File: src/rtl/mpe_mul_scheduler_if.sv
// Requester and result channels of the multiplier scheduler.
// The slave modport is the scheduler's view. The master modport is the view of the lane control and the result consumer.
interface mpe_mul_scheduler_if #(
    parameter int TAG_W = 4
);
    logic             s0_valid;
    logic             s0_ready;
    logic [11:0]      s0_a;
    logic [11:0]      s0_c;
    logic [TAG_W-1:0] s0_tag;

    logic             s1_valid;
    logic             s1_ready;
    logic [11:0]      s1_a;
    logic [11:0]      s1_b;
    logic [11:0]      s1_c;
    logic [TAG_W-1:0] s1_tag;

    logic             m_valid;
    logic             m_ready;
    logic [23:0]      m_product;
    logic             m_src;
    logic [TAG_W-1:0] m_tag;

    modport slave (
        input  s0_valid, s0_a, s0_c, s0_tag,
        output s0_ready,
        input  s1_valid, s1_a, s1_b, s1_c, s1_tag,
        output s1_ready,
        output m_valid, m_product, m_src, m_tag,
        input  m_ready
    );

    modport master (
        output s0_valid, s0_a, s0_c, s0_tag,
        input  s0_ready,
        output s1_valid, s1_a, s1_b, s1_c, s1_tag,
        input  s1_ready,
        input  m_valid, m_product, m_src, m_tag,
        output m_ready
    );
endinterface

File: src/rtl/mpe_mul_scheduler.sv
// Round-robin scheduler that shares one multi-precision multiplier between a 12bX12b requester and a dual 12bX5b requester.
// It has a registered operand stage (X), a registered result stage (M), and saturating per-requester op counters.
module mpe_mul_scheduler #(
    parameter int TAG_W = 4,
    parameter int CNT_W = 16
) (
    input  logic                 clk,
    input  logic                 rst_n,
    mpe_mul_scheduler_if.slave   bus,
    output logic [11:0]          mul_a,
    output logic [11:0]          mul_b,
    output logic [11:0]          mul_c,
    output logic                 mul_mode,
    input  logic [23:0]          mul_product,
    input  logic                 cnt_clr,
    output logic [CNT_W-1:0]     cnt0,
    output logic [CNT_W-1:0]     cnt1
);
    logic             x_valid;
    logic             x_src;
    logic [TAG_W-1:0] x_tag;
    logic             rr_s1_last;
    logic             out_free, x_adv, accept_ok;
    logic             grant0, grant1, acc0, acc1, accept;

    assign out_free  = ~bus.m_valid | bus.m_ready;
    assign x_adv     = x_valid & out_free;
    assign accept_ok = ~x_valid | x_adv;

    // When both requesters are valid, the grant goes to the one that did not win the last accepted handshake.
    assign grant0 = bus.s0_valid & (~bus.s1_valid | rr_s1_last);
    assign grant1 = bus.s1_valid & (~bus.s0_valid | ~rr_s1_last);

    assign bus.s0_ready = accept_ok & grant0;
    assign bus.s1_ready = accept_ok & grant1;
    assign acc0   = bus.s0_valid & bus.s0_ready;
    assign acc1   = bus.s1_valid & bus.s1_ready;
    assign accept = acc0 | acc1;

    always_ff @(posedge clk or negedge rst_n) begin
        if (!rst_n) begin
            mul_a      <= '0;
            mul_b      <= '0;
            mul_c      <= '0;
            mul_mode   <= 1'b0;
            x_valid    <= 1'b0;
            x_src      <= 1'b0;
            x_tag      <= '0;
            rr_s1_last <= 1'b1;
        end else begin
            if (acc0) begin
                mul_a    <= bus.s0_a;
                mul_b    <= '0;
                mul_c    <= bus.s0_c;
                mul_mode <= 1'b0;
                x_src    <= 1'b0;
                x_tag    <= bus.s0_tag;
            end else if (acc1) begin
                mul_a    <= bus.s1_a;
                mul_b    <= bus.s1_b;
                mul_c    <= bus.s1_c;
                mul_mode <= 1'b1;
                x_src    <= 1'b1;
                x_tag    <= bus.s1_tag;
            end
            x_valid <= accept | (x_valid & ~x_adv);
            if (accept)
                rr_s1_last <= acc1;
        end
    end

    always_ff @(posedge clk or negedge rst_n) begin
        if (!rst_n) begin
            bus.m_valid   <= 1'b0;
            bus.m_product <= '0;
            bus.m_src     <= 1'b0;
            bus.m_tag     <= '0;
        end else if (x_adv) begin
            bus.m_valid   <= 1'b1;
            bus.m_product <= mul_product;
            bus.m_src     <= x_src;
            bus.m_tag     <= x_tag;
        end else if (bus.m_ready) begin
            bus.m_valid   <= 1'b0;
        end
    end

    always_ff @(posedge clk or negedge rst_n) begin
        if (!rst_n) begin
            cnt0 <= '0;
            cnt1 <= '0;
        end else if (cnt_clr) begin
            cnt0 <= '0;
            cnt1 <= '0;
        end else begin
            if (acc0 && cnt0 != '1)
                cnt0 <= cnt0 + 1'b1;
            if (acc1 && cnt1 != '1)
                cnt1 <= cnt1 + 1'b1;
        end
    end
endmodule

File: src/flat_wrapper.sv
// flat-port wrapper written by rule: the top's interface ports become plain ports
module mpe_mul_scheduler_flat 
#(
    parameter int TAG_W = 4,
    parameter int CNT_W = 16
)
  (clk, rst_n, mul_a, mul_b, mul_c, mul_mode, mul_product, cnt_clr, cnt0, cnt1, bus_s0_valid, bus_s0_a, bus_s0_c, bus_s0_tag, bus_s0_ready, bus_s1_valid, bus_s1_a, bus_s1_b, bus_s1_c, bus_s1_tag, bus_s1_ready, bus_m_valid, bus_m_product, bus_m_src, bus_m_tag, bus_m_ready);
  mpe_mul_scheduler_if #(.TAG_W(TAG_W)) bus_i ();
  input  logic clk;
  input  logic rst_n;
  output logic [11:0] mul_a;
  output logic [11:0] mul_b;
  output logic [11:0] mul_c;
  output logic mul_mode;
  input  logic [23:0] mul_product;
  input  logic cnt_clr;
  output logic [CNT_W-1:0] cnt0;
  output logic [CNT_W-1:0] cnt1;
  input wire logic [$bits(bus_i.s0_valid)-1:0] bus_s0_valid;
  input wire logic [$bits(bus_i.s0_a)-1:0] bus_s0_a;
  input wire logic [$bits(bus_i.s0_c)-1:0] bus_s0_c;
  input wire logic [$bits(bus_i.s0_tag)-1:0] bus_s0_tag;
  output wire logic [$bits(bus_i.s0_ready)-1:0] bus_s0_ready;
  input wire logic [$bits(bus_i.s1_valid)-1:0] bus_s1_valid;
  input wire logic [$bits(bus_i.s1_a)-1:0] bus_s1_a;
  input wire logic [$bits(bus_i.s1_b)-1:0] bus_s1_b;
  input wire logic [$bits(bus_i.s1_c)-1:0] bus_s1_c;
  input wire logic [$bits(bus_i.s1_tag)-1:0] bus_s1_tag;
  output wire logic [$bits(bus_i.s1_ready)-1:0] bus_s1_ready;
  output wire logic [$bits(bus_i.m_valid)-1:0] bus_m_valid;
  output wire logic [$bits(bus_i.m_product)-1:0] bus_m_product;
  output wire logic [$bits(bus_i.m_src)-1:0] bus_m_src;
  output wire logic [$bits(bus_i.m_tag)-1:0] bus_m_tag;
  input wire logic [$bits(bus_i.m_ready)-1:0] bus_m_ready;
  assign bus_i.s0_valid = bus_s0_valid;
  assign bus_i.s0_a = bus_s0_a;
  assign bus_i.s0_c = bus_s0_c;
  assign bus_i.s0_tag = bus_s0_tag;
  assign bus_s0_ready = bus_i.s0_ready;
  assign bus_i.s1_valid = bus_s1_valid;
  assign bus_i.s1_a = bus_s1_a;
  assign bus_i.s1_b = bus_s1_b;
  assign bus_i.s1_c = bus_s1_c;
  assign bus_i.s1_tag = bus_s1_tag;
  assign bus_s1_ready = bus_i.s1_ready;
  assign bus_m_valid = bus_i.m_valid;
  assign bus_m_product = bus_i.m_product;
  assign bus_m_src = bus_i.m_src;
  assign bus_m_tag = bus_i.m_tag;
  assign bus_i.m_ready = bus_m_ready;
  mpe_mul_scheduler #(.TAG_W(TAG_W), .CNT_W(CNT_W)) u_core (.clk(clk), .rst_n(rst_n), .bus(bus_i), .mul_a(mul_a), .mul_b(mul_b), .mul_c(mul_c), .mul_mode(mul_mode), .mul_product(mul_product), .cnt_clr(cnt_clr), .cnt0(cnt0), .cnt1(cnt1));
endmodule
File: config.mk
export PLATFORM = sky130hd
export DESIGN_NAME = mpe_mul_scheduler_flat
export DESIGN_NICKNAME = d
export VERILOG_FILES = /design/src/rtl/mpe_mul_scheduler_if.sv /design/src/rtl/mpe_mul_scheduler.sv /design/src/flat_wrapper.sv
export SDC_FILE = /design/constraint.sdc
export NUM_CORES = 1
export LEC_CHECK = 0
export ABC_AREA = 1
export CORE_ASPECT_RATIO = 1.75
export CORE_MARGIN = 2
export CORE_UTILIZATION = 47
export CTS_BUF_LIST = sky130_fd_sc_hd__clkbuf_16
export CTS_CLUSTER_SIZE = 10
export DETAILED_ROUTE_END_ITERATION = 6
export PLACE_DENSITY = 0.89
export SETUP_SLACK_MARGIN = 0.3
export SKIP_LAST_GASP = 1
export SYNTH_ARGS = -nofsm -noshare
export SYNTH_HDL_FRONTEND = slang
export SYNTH_SLANG_ARGS = --single-unit
File: constraint.sdc
create_clock -name clk -period 3.8 [get_ports clk]
set_input_delay 0.76 -clock clk [delete_from_list [all_inputs] [get_ports clk]]
set_output_delay 0.76 -clock clk [all_outputs]
set_load 0.005 [all_outputs]
After elaboration in Yosys (flattened, before gate mapping)
Index checks and enable logic that the tools add are counted.
Word-level totals
  word-level logic and storage cells: 59
  register bits: 105
  bits of input ports: 98
Cells by class
  add/subtract/negate cells: 2
  equal/unequal tests: 2
  bitwise gates (word level): 20
  reductions and logical operators: 6
  mux-type cells: 16
Operator list (number)
  2-to-1 mux 12 bit: 6
  2-to-1 mux 16 bit: 4
  adder 16 x 1 -> 16 bit, second input constant: 2
  inequality test 16 bit, second input constant: 2
  AND 1 bit: 8
  2-to-1 mux 4 bit: 2
  nonzero test 2 bit: 4
  inverter 1 bit: 6
  bitwise OR 1 bit: 6
  2-to-1 mux 1 bit: 4
  logical AND 1 bit: 2

Longest topological paths before layout
Gate-level depths: netlist of the first run.
  depth after elaboration: 9
  mapped depth: 10
  depth with buffers taken out: 10

Least setup slack after synthesis of the first run
No wires, ideal clock.
  path kind: input to output
  from: input bus_s1_valid
  to: output bus_s1_ready
  data arrival time: 1.451 ns
  setup slack: 1.589 ns
  buffers on the path: 1
  cell stages on the path: 4
  required time: 3.040 ns
  cells stage by stage: a21boi_0 > nand2_2 > inv_1 > buf_2
On the way
  word-level cells in the longest chain between the ends: 2
Ends and longest elaborated chain
  start: declaration: line flat_wrapper.sv:24  | input wire logic [$bits(bus_i.s1_valid)-1:0] bus_s1_valid;
  AND 1 bit: line mpe_mul_scheduler.sv:32  | assign grant1 = bus.s1_valid & (~bus.s0_valid | ~rr_s1_last);
  AND 1 bit: line mpe_mul_scheduler.sv:35  | assign bus.s1_ready = accept_ok & grant1;
  end: declaration: line flat_wrapper.sv:29  | output wire logic [$bits(bus_i.s1_ready)-1:0] bus_s1_ready;
No other way between the ends.

Worst setup path in the final report of the first run
Same ends and word-level chain as after synthesis.

==> results.txt, run 1 <==
The run finished with clean final reports. The half-perimeter wire length after detailed placement is 11200 um. The number of design rule violations left after detail routing is 0.

After routing the design area is 7390 um2. The number of max-slew violations in the final report came out at 0. The fraction of power consumed by the clock network is 20.2%.

The share of the Yosys chip area taken by registers is 52.0%. The via count of the first global-routing pass came out at 5036. The initial antenna violation count came out at 0. The first-pass GRT wire length came out at ~24000 um. IR analysis of the VDD net gives a maximum drop of 0.606 mV. The site row count is 50. The arrival time at the worst endpoint came out at 2.15 ns.

The distinct cell type count of the synthesized netlist is 26. The count of H-tree levels built during CTS came out at 3. The post-cts hold buffer count came out at 0. The internal portion of total power is 2.87 mW. The critical setup path kind is input pin to output port. The count of mapped cells out of synthesis is 589. met2 is the most crowded layer. The number of antenna diodes is 0. The clock net sink count is between 100 and 150.

The number of routed nets with antenna violations is 0. The placeable core region is 10600 um2. For this run, the total global-route usage over all layers was measured as 27.0%. The pin count of the biggest net entering global routing is 53.

After synthesis, the mean cell area works out to 8.58 um2. The worst hold slack across all endpoints is around 0.45 ns. The overall power after layout came out at around 4.2 mW. The die extent in y is 141 um. The analysis attributes to cell leakage a power of 3.30 nW. In the synthesized netlist the async set-or-reset flop fraction comes to between 90% and 100%.

The cell sitting at the root of the clock tree is a sky130_fd_sc_hd__clkbuf_16. The number of standard cells in the layout, taps in and fillers out is 918. The layout filler cell count is 819. The instance count after placement with tap cells included is 903. The largest total area in the synthesized netlist belongs to sky130_fd_sc_hd__dfrtp_1. After synthesis the netlist holds a flip-flop and latch count of 105. The global-route track usage on met3 is 5.51%. For this run, the leading register cell type out of synthesis is sky130_fd_sc_hd__dfrtp_1. The max capacitance violation total is 0. TritonCTS created 9 clock buffers. In this run the tightest slew margin relative to its limit is between 10% and 20%.

The number of gates resized after CTS was 0. The worst setup path is launched from an input pin. The initial core utilization came out at 47.8%. The synthesis warning total is 0. The layout overhead on the synthesized area came out at 46.3%. The post-placement cell area came out at 7130 um2. Summed over all layers, the routed wires come to 15000 um. The number of nets in the layout came out at 884. The post-place setup slack is roughly 0.9 ns. The fraction of power spent switching nets is 31.2%. During placement, the flow inserted port buffers numbering a little under 200. Yosys mapped a number of flops with a built-in enable equal to 0.

Global routing used 29.3% of the available met1 tracks. The routed length per placed instance is approximately 16 um. The final design utilization came out at a little over two thirds. The proportion of power drawn by combinational gates is 39.1%. The TritonCTS clock tree is yes.

In the final layout, flip-flops and latches occupy approximately 2600 um2. The maximum clock frequency came out at 0.344 GHz. After the first detailed-routing iteration, the DRC count stood at 417.

Using the TritonRoute via totals, the vias-per-cell ratio works out to 5.28. The count of final setup violators came out at 0. Setup slack closes at 0.894 ns.

The total via count after detailed routing came out at 4849. In this run the worst path has a maximum fanout of 2. The sequential cell fraction of total power came out at about two fifths. The detailed-routing iteration count for the pre-antenna-repair pass came out at 5.

The worst-margin pin slew is 1.23 ns. The count of final hold-check violations came to 0. The number of nets in the synthesized netlist is 689. The sum of negative setup slack came out at 0 ns. Of the cells placed in the final design, the portion with a size suffix greater than 1 is ~9.3%.

The fraction of met2 tracks used by global routing is 49.2%. The required time at the worst-slack endpoint is 3.04 ns. The total overflow left after global routing is 0. By count the netlist is led by 182 x sky130_fd_sc_hd__nand2_1, 104 x sky130_fd_sc_hd__dfrtp_1, 58 x sky130_fd_sc_hd__nor2_1.

In the post-synthesis netlist, the cell with the most instances is sky130_fd_sc_hd__nand2_1. The power density normalized to cell area came out at 564 nW/um2. The number of buffers inserted by post-CTS setup repair came out at 0. The full die area is 11600 um2. During I/O placement, the number of pins put on the boundary was 199.

For the final database, setup skew stands at 0.00814 ns. The area share of the largest cell type after synthesis is about half. The area of the mapped netlist came out at 5050 um2. By area the synthesized netlist is led by sky130_fd_sc_hd__dfrtp_1 52%, sky130_fd_sc_hd__nand2_1 14%, sky130_fd_sc_hd__mux2_2 6.2%. The clock-pin slew on the worst setup and hold paths came out at 0.07 ns. Dividing the final minimum period by the clock period gives around 76%.

The maximum clock insertion buffer count is 2. The total net switching power came out at roughly 1.3 mW. The worst path in the final design needs a cycle of between 2 and 3 ns, including I/O delays and setup.

Setup repair after global routing left no endpoint under its margin. The later pin in the worst-skew pair is clocked with a latency of 0.34 ns. The path class of the tightest hold or removal check is input pin to asynchronous set/reset pin. The congestion estimate from routability-driven global placement came to around 0.91. Summing all multi-input logic gate instances after layout gives 2180 um2.

The type of element capturing the critical path is an output port. The die span in x is roughly 82 um.
[flip-flops by register name (all words and copies together) (netlist names)]
signal / cells
u_core.bus.m_product: 24
u_core.cnt0: 16
u_core.cnt1: 16
u_core.mul_a: 12
u_core.mul_b: 12
u_core.mul_c: 12
u_core.bus.m_tag: 4
u_core.x_tag: 4
u_core.bus.m_src: 1
u_core.bus.m_valid: 1
u_core.mul_mode: 1
u_core.rr_s1_last: 1
u_core.x_valid: 1
[metal layers]
metal / wire length, um / share of wire [%]
met1: 5360 / 36
met2: 8430 / 56
met3: 767 / 5.1
met4: 490 / 3.3
met5: 0 / 0
[cell usage in the layout, fill, tap and decap left out, types with 5 or more instances in the layout]
cell type,synthesis,layout
sky130_fd_sc_hd__buf_4,0,7
sky130_fd_sc_hd__dfrtp_1,104,104
sky130_fd_sc_hd__nand2_2,14,14
sky130_fd_sc_hd__nand2_1,182,182
sky130_fd_sc_hd__a21oi_1,28,28
sky130_fd_sc_hd__clkbuf_16,0,9
sky130_fd_sc_hd__nor2_1,58,58
sky130_fd_sc_hd__mux2_2,28,28
sky130_fd_sc_hd__inv_1,32,34
sky130_fd_sc_hd__o21ai_0,35,35
sky130_fd_sc_hd__nand3_1,41,41
sky130_fd_sc_hd__nor2_2,5,5
sky130_fd_sc_hd__clkdlybuf4s50_1,0,197
sky130_fd_sc_hd__o21bai_1,6,6
sky130_fd_sc_hd__nand4_1,12,12
sky130_fd_sc_hd__xor2_1,10,10
[worst paths after layout]
path / end / start / slack (ns) / cells after the start
setup / recovery: bus_s1_ready / bus_s1_valid / 0.89 / 5
hold / removal: u_core.bus.m_product[9]$_DFFE_PN0P_ / rst_n / 0.45 / 1
setup reg to reg: u_core.mul_c[10]$_DFFE_PN0P_ / u_core.rr_s1_last$_DFFE_PN1P_ / 1.78 / 6
hold reg to reg: u_core.bus.m_src$_DFFE_PN0P_ / u_core.bus.m_src$_DFFE_PN0P_ / 0.50 / 2
max in group asynchronous: u_core.rr_s1_last$_DFFE_PN1P_ / rst_n / 2.50 / 2
min in group clk: u_core.bus.m_src$_DFFE_PN0P_ / u_core.bus.m_src$_DFFE_PN0P_ / 0.50 / 2
[critical path: stages]
cell,delay (ns)
sky130_fd_sc_hd__clkdlybuf4s50_1,0.48
sky130_fd_sc_hd__a21boi_0,0.24
sky130_fd_sc_hd__nand2_2,0.09
sky130_fd_sc_hd__inv_1,0.08
sky130_fd_sc_hd__clkdlybuf4s50_1,0.49
[power groups by stage]
stage               clock network (mW)  registers [mW]  logic, mW
global placement                     0            1.68       1.59
floorplan                            0            1.71      0.605
detailed placement                   0            1.71       1.64
global route                     0.905            1.74       1.76
CTS                              0.854            1.69       1.65
finish                           0.843            1.70       1.63
[logic make-up (layout without fill, tap and decap cells)]
family	count (synthesis)	after routing	synth area share, %
AO/OA/AOI/OAI	71	71	7.43
multiplexers	28	28	6.24
XOR/XNOR	13	13	2.25
AND/OR/NAND/NOR	316	316	26.8
buffers and inverters	54	253	4.73
flip-flops	105	105	52.0
adder cells (fa/ha/maj)	2	2	0.495
[area by class of cell]
class	instances	area share (%)
Tap cell	130	2.20
Timing Repair Buffer	204	27.4
Clock inverter	6	0.525
Multi-Input combinational cell	430	29.5
Sequential cell	105	35.6
Clock buffer	9	3.05
Inverter	34	1.73
Note: power is estimated with default switching activity, not from simulation.
==> run 2, diff against run 1 <==
--- a/config.mk
+++ b/config.mk
@@ -8,11 +8,11 @@
 export ABC_AREA = 1
 export CORE_ASPECT_RATIO = 1.75
 export CORE_MARGIN = 2
-export CORE_UTILIZATION = 47
+export CORE_UTILIZATION = 44
 export CTS_BUF_LIST = sky130_fd_sc_hd__clkbuf_16
 export CTS_CLUSTER_SIZE = 10
 export DETAILED_ROUTE_END_ITERATION = 6
-export PLACE_DENSITY = 0.89
+export PLACE_DENSITY = 0.84
 export SETUP_SLACK_MARGIN = 0.3
 export SKIP_LAST_GASP = 1
 export SYNTH_ARGS = -nofsm -noshare
==> constraint.sdc (replaced) <==
create_clock -name clk -period 2.8 [get_ports clk]
set_input_delay 0.56 -clock clk [delete_from_list [all_inputs] [get_ports clk]]
set_output_delay 0.56 -clock clk [all_outputs]
set_load 0.005 [all_outputs]
==> run 2 against run 1 <==
Against the previous run: hold slack worse by 0.34 ns; clock skew rose by 0.0096 ns; via count grew 0.91%; cell area rose by 1.5%; critical endpoint unchanged; global-route usage decreased by 2.8 points; final cell count up 1.1%; critical path depth unchanged; worst setup slack worse by 0.54 ns; die area increased by 6.5%.
==> results.txt, run 2 (synthesis results as in run 1) <==
The clock net sink count is 105 (unchanged). The violation count after the first detailed-route iteration came out at 184 (-56%). The maximum clock frequency came out at 0.409 GHz.

The leakage power came out at 3.36 nW (+1.8%). The required time at the worst-slack endpoint came out at 2.24 ns (-0.80 ns). The site row count is 51 (+2.0%). The number of standard cells in the layout, taps in and fillers out came out at 928 (+1.1%). The run finished with clean final reports.

The via count of the first global-routing pass is 5044 (+0.16%). The number of flip-flops in the largest register is 24 (unchanged). The die span in x is 85.0 um (+3.2%). The final critical-path required period is 2.45 ns. The peak fanout along the critical path is 2 (unchanged). The die extent in y came out at 146 um (+3.3%). The summed area of non-filler cells in the final layout is 7500 um2 (+1.5%). The final RePlAce weighted congestion is 0.890 (-2.3%). The worst setup path is of the input pin to output port kind.

The path type of the worst min-delay path is input pin to asynchronous set/reset pin. The post-placement cell area is 7190 um2 (+0.95%). The count of final hold-check violations was 0 (unchanged). The number of antenna diodes is 0 (unchanged). The largest registers in the layout are u_core.bus.m_product x24, u_core.cnt0 x16, u_core.cnt1 x16.

The first-pass GRT wire length came to 24200 um (-0.37%). The insertion delay to the later sink of the worst-skew pair is 0.35 ns (about the same). The worst-margin pin slew is 0.449 ns (-0.778 ns).

The total routing resource utilization after global routing is 24.2% (-2.8 points). The clock-pin slew on the worst setup and hold paths came out at 0.07 ns (about the same). Setup repair after global routing could not meet its margin everywhere.

The worst hold slack across all endpoints is 0.111 ns (-0.335 ns). The number of primary I/O pins was 199 (unchanged). The clock buffer count from CTS is 9 (unchanged). The max capacitance violation total came out at 0 (unchanged). The number of design rule violations left after detail routing is 0 (unchanged). Of the available clock period, the critical path in the final layout requires 87.4%. From synthesis to final layout, the design area changed by 48.6%. The worst ir drop on vdd came out at 0.645 mV (+6.5%). The relative slew slack is 70.0% (+52 points).

The number of buffers added on ports is 198 (unchanged). The ratio of cells with drive above 1 in the final layout is 10.6% (+1.3 points). The pin count of the biggest net entering global routing is 46 (-13%). The routed length per placed instance is 15.9 um (-3.2%).

The power density normalized to cell area came to 774 nW/um2 (+37%). The aggregate routed wire length came to 14700 um (-2.2%). The top cell types in the final layout, fill and taps aside, are 197 x sky130_fd_sc_hd__clkdlybuf4s50_1, 182 x sky130_fd_sc_hd__nand2_1, 104 x sky130_fd_sc_hd__dfrtp_1.

The total via count after detailed routing came out at 4893 (+0.91%). The detailed-routing iteration count for the pre-antenna-repair pass came out at 5 (unchanged). The placeable core region came out at 11200 um2 (+5.6%). The maximum clock insertion buffer count is 2 (unchanged). The full die area is 12400 um2 (+6.5%). The ratio of routed vias to standard cells came out at 5.27 (-0.18%). The count of final setup violators came out at 0 (unchanged).

The initial core utilization is 45.2% (-2.5 points). The overall power after layout is 5.81 mW (+39%). The number of nets in the layout came out at 891 (+0.79%).

The root buffer cell chosen for the clock tree is sky130_fd_sc_hd__clkbuf_16. STA classifies the critical path endpoint as an output port. TritonCTS built the clock tree. The number of max-slew violations in the final report is 0 (unchanged). The initial antenna violation count came out at 0 (unchanged). More flip-flops sit in one register than any other, and that register is u_core.bus.m_product.

The half-perimeter wire length after detailed placement is 11200 um (about the same). The instance count after placement with tap cells included is 912 (+1.0%). The number of routed nets with antenna violations is 0 (unchanged).

The arrival time at the worst endpoint came out at 1.89 ns (-0.26 ns). The most common cell after layout, fill and taps aside is sky130_fd_sc_hd__clkdlybuf4s50_1. The sum of negative setup slack came out at 0 ns (unchanged). STA classifies the critical path startpoint as an input pin. The count of H-tree levels built during CTS was 3 (unchanged). The worst clock skew came out at 0.0177 ns (+0.00957 ns). The residual overflow from global routing is 0 (unchanged).
-- run 2: cell type report --
class | instances | area, um2
Clock inverter | 7 | 80.1
Clock buffer | 9 | 225
Timing Repair Buffer | 211 | 2090
Fill cell | 859 | 3660
Inverter | 34 | 128
Multi-Input combinational cell | 430 | 2190
Sequential cell | 105 | 2630
Tap cell | 132 | 165
-- run 2: path summary, 6_finish.rpt --
path | end | from | depth (start not counted) | slack, ns
worst max-delay path | bus_s1_ready | bus_s1_valid | 5 | 0.35
worst min-delay path | u_core.cnt1[8]$_DFFE_PN0P_ | rst_n | 1 | 0.11
worst max register to register | u_core.cnt0[8]$_DFFE_PN0P_ | u_core.rr_s1_last$_DFFE_PN1P_ | 8 | 0.98
worst min register to register | u_core.bus.m_src$_DFFE_PN0P_ | u_core.bus.m_src$_DFFE_PN0P_ | 2 | 0.51
max in group asynchronous | u_core.mul_a[6]$_DFFE_PN0P_ | rst_n | 2 | 1.94
min in group clk | u_core.bus.m_src$_DFFE_PN0P_ | u_core.bus.m_src$_DFFE_PN0P_ | 2 | 0.51
-- run 2: where the power goes --
part	internal, mW	total (mW)	switching (mW)	leakage (nW)
Combinational	1.32	2.24	0.922	1.91
Clock	0.637	1.26	0.628	0.146
Sequential	2.01	2.31	0.295	1.31
-- run 2: per-layer routing --
| layer | GRT usage [%] | part of all wire, % | vias up |
|---|---|---|---|
| met5 | 0 | 0 | - |
| met1 | 26.9 | 35 | 2341 |
| li1 | - | - | 2310 |
| met4 | 11.7 | 4.0 | 0 |
| met3 | 3.91 | 5.1 | 47 |
| met2 | 43.9 | 56 | 195 |
-- run 2: critical path, cell delays in order --
cell                              delay (ns)
sky130_fd_sc_hd__clkdlybuf4s50_1        0.50
sky130_fd_sc_hd__a21boi_1               0.19
sky130_fd_sc_hd__nand2_2                0.07
sky130_fd_sc_hd__inv_1                  0.07
sky130_fd_sc_hd__clkdlybuf4s50_1        0.50
-- run 2: stage by stage --
step | util, % | worst slack [ns]
6_report | 67.2 | 0.352
3_5_place_dp | 64.4 | 0.311
5_1_grt | 67.2 | 0.252
4_1_cts | 67.2 | 0.306
3_3_place_gp | 64.4 | 0.319
2_1_floorplan | - | 0.989
-- run 2: timing repair --
item | in CTS | in global routing
gates resized for setup | 0 | 2
setup endpoints to repair | 0 | 2
setup buffers | 0 | 0
hold buffers | 0 | 0
==> run 3, diff against run 2 <==
--- a/config.mk
+++ b/config.mk
@@ -6,6 +6,7 @@
 export NUM_CORES = 1
 export LEC_CHECK = 0
 export ABC_AREA = 1
+export CAP_MARGIN = 0
 export CORE_ASPECT_RATIO = 1.75
 export CORE_MARGIN = 2
 export CORE_UTILIZATION = 44
==> results of run 3 <==
The final DEF is identical to that of run 2; final timing and power are the same.
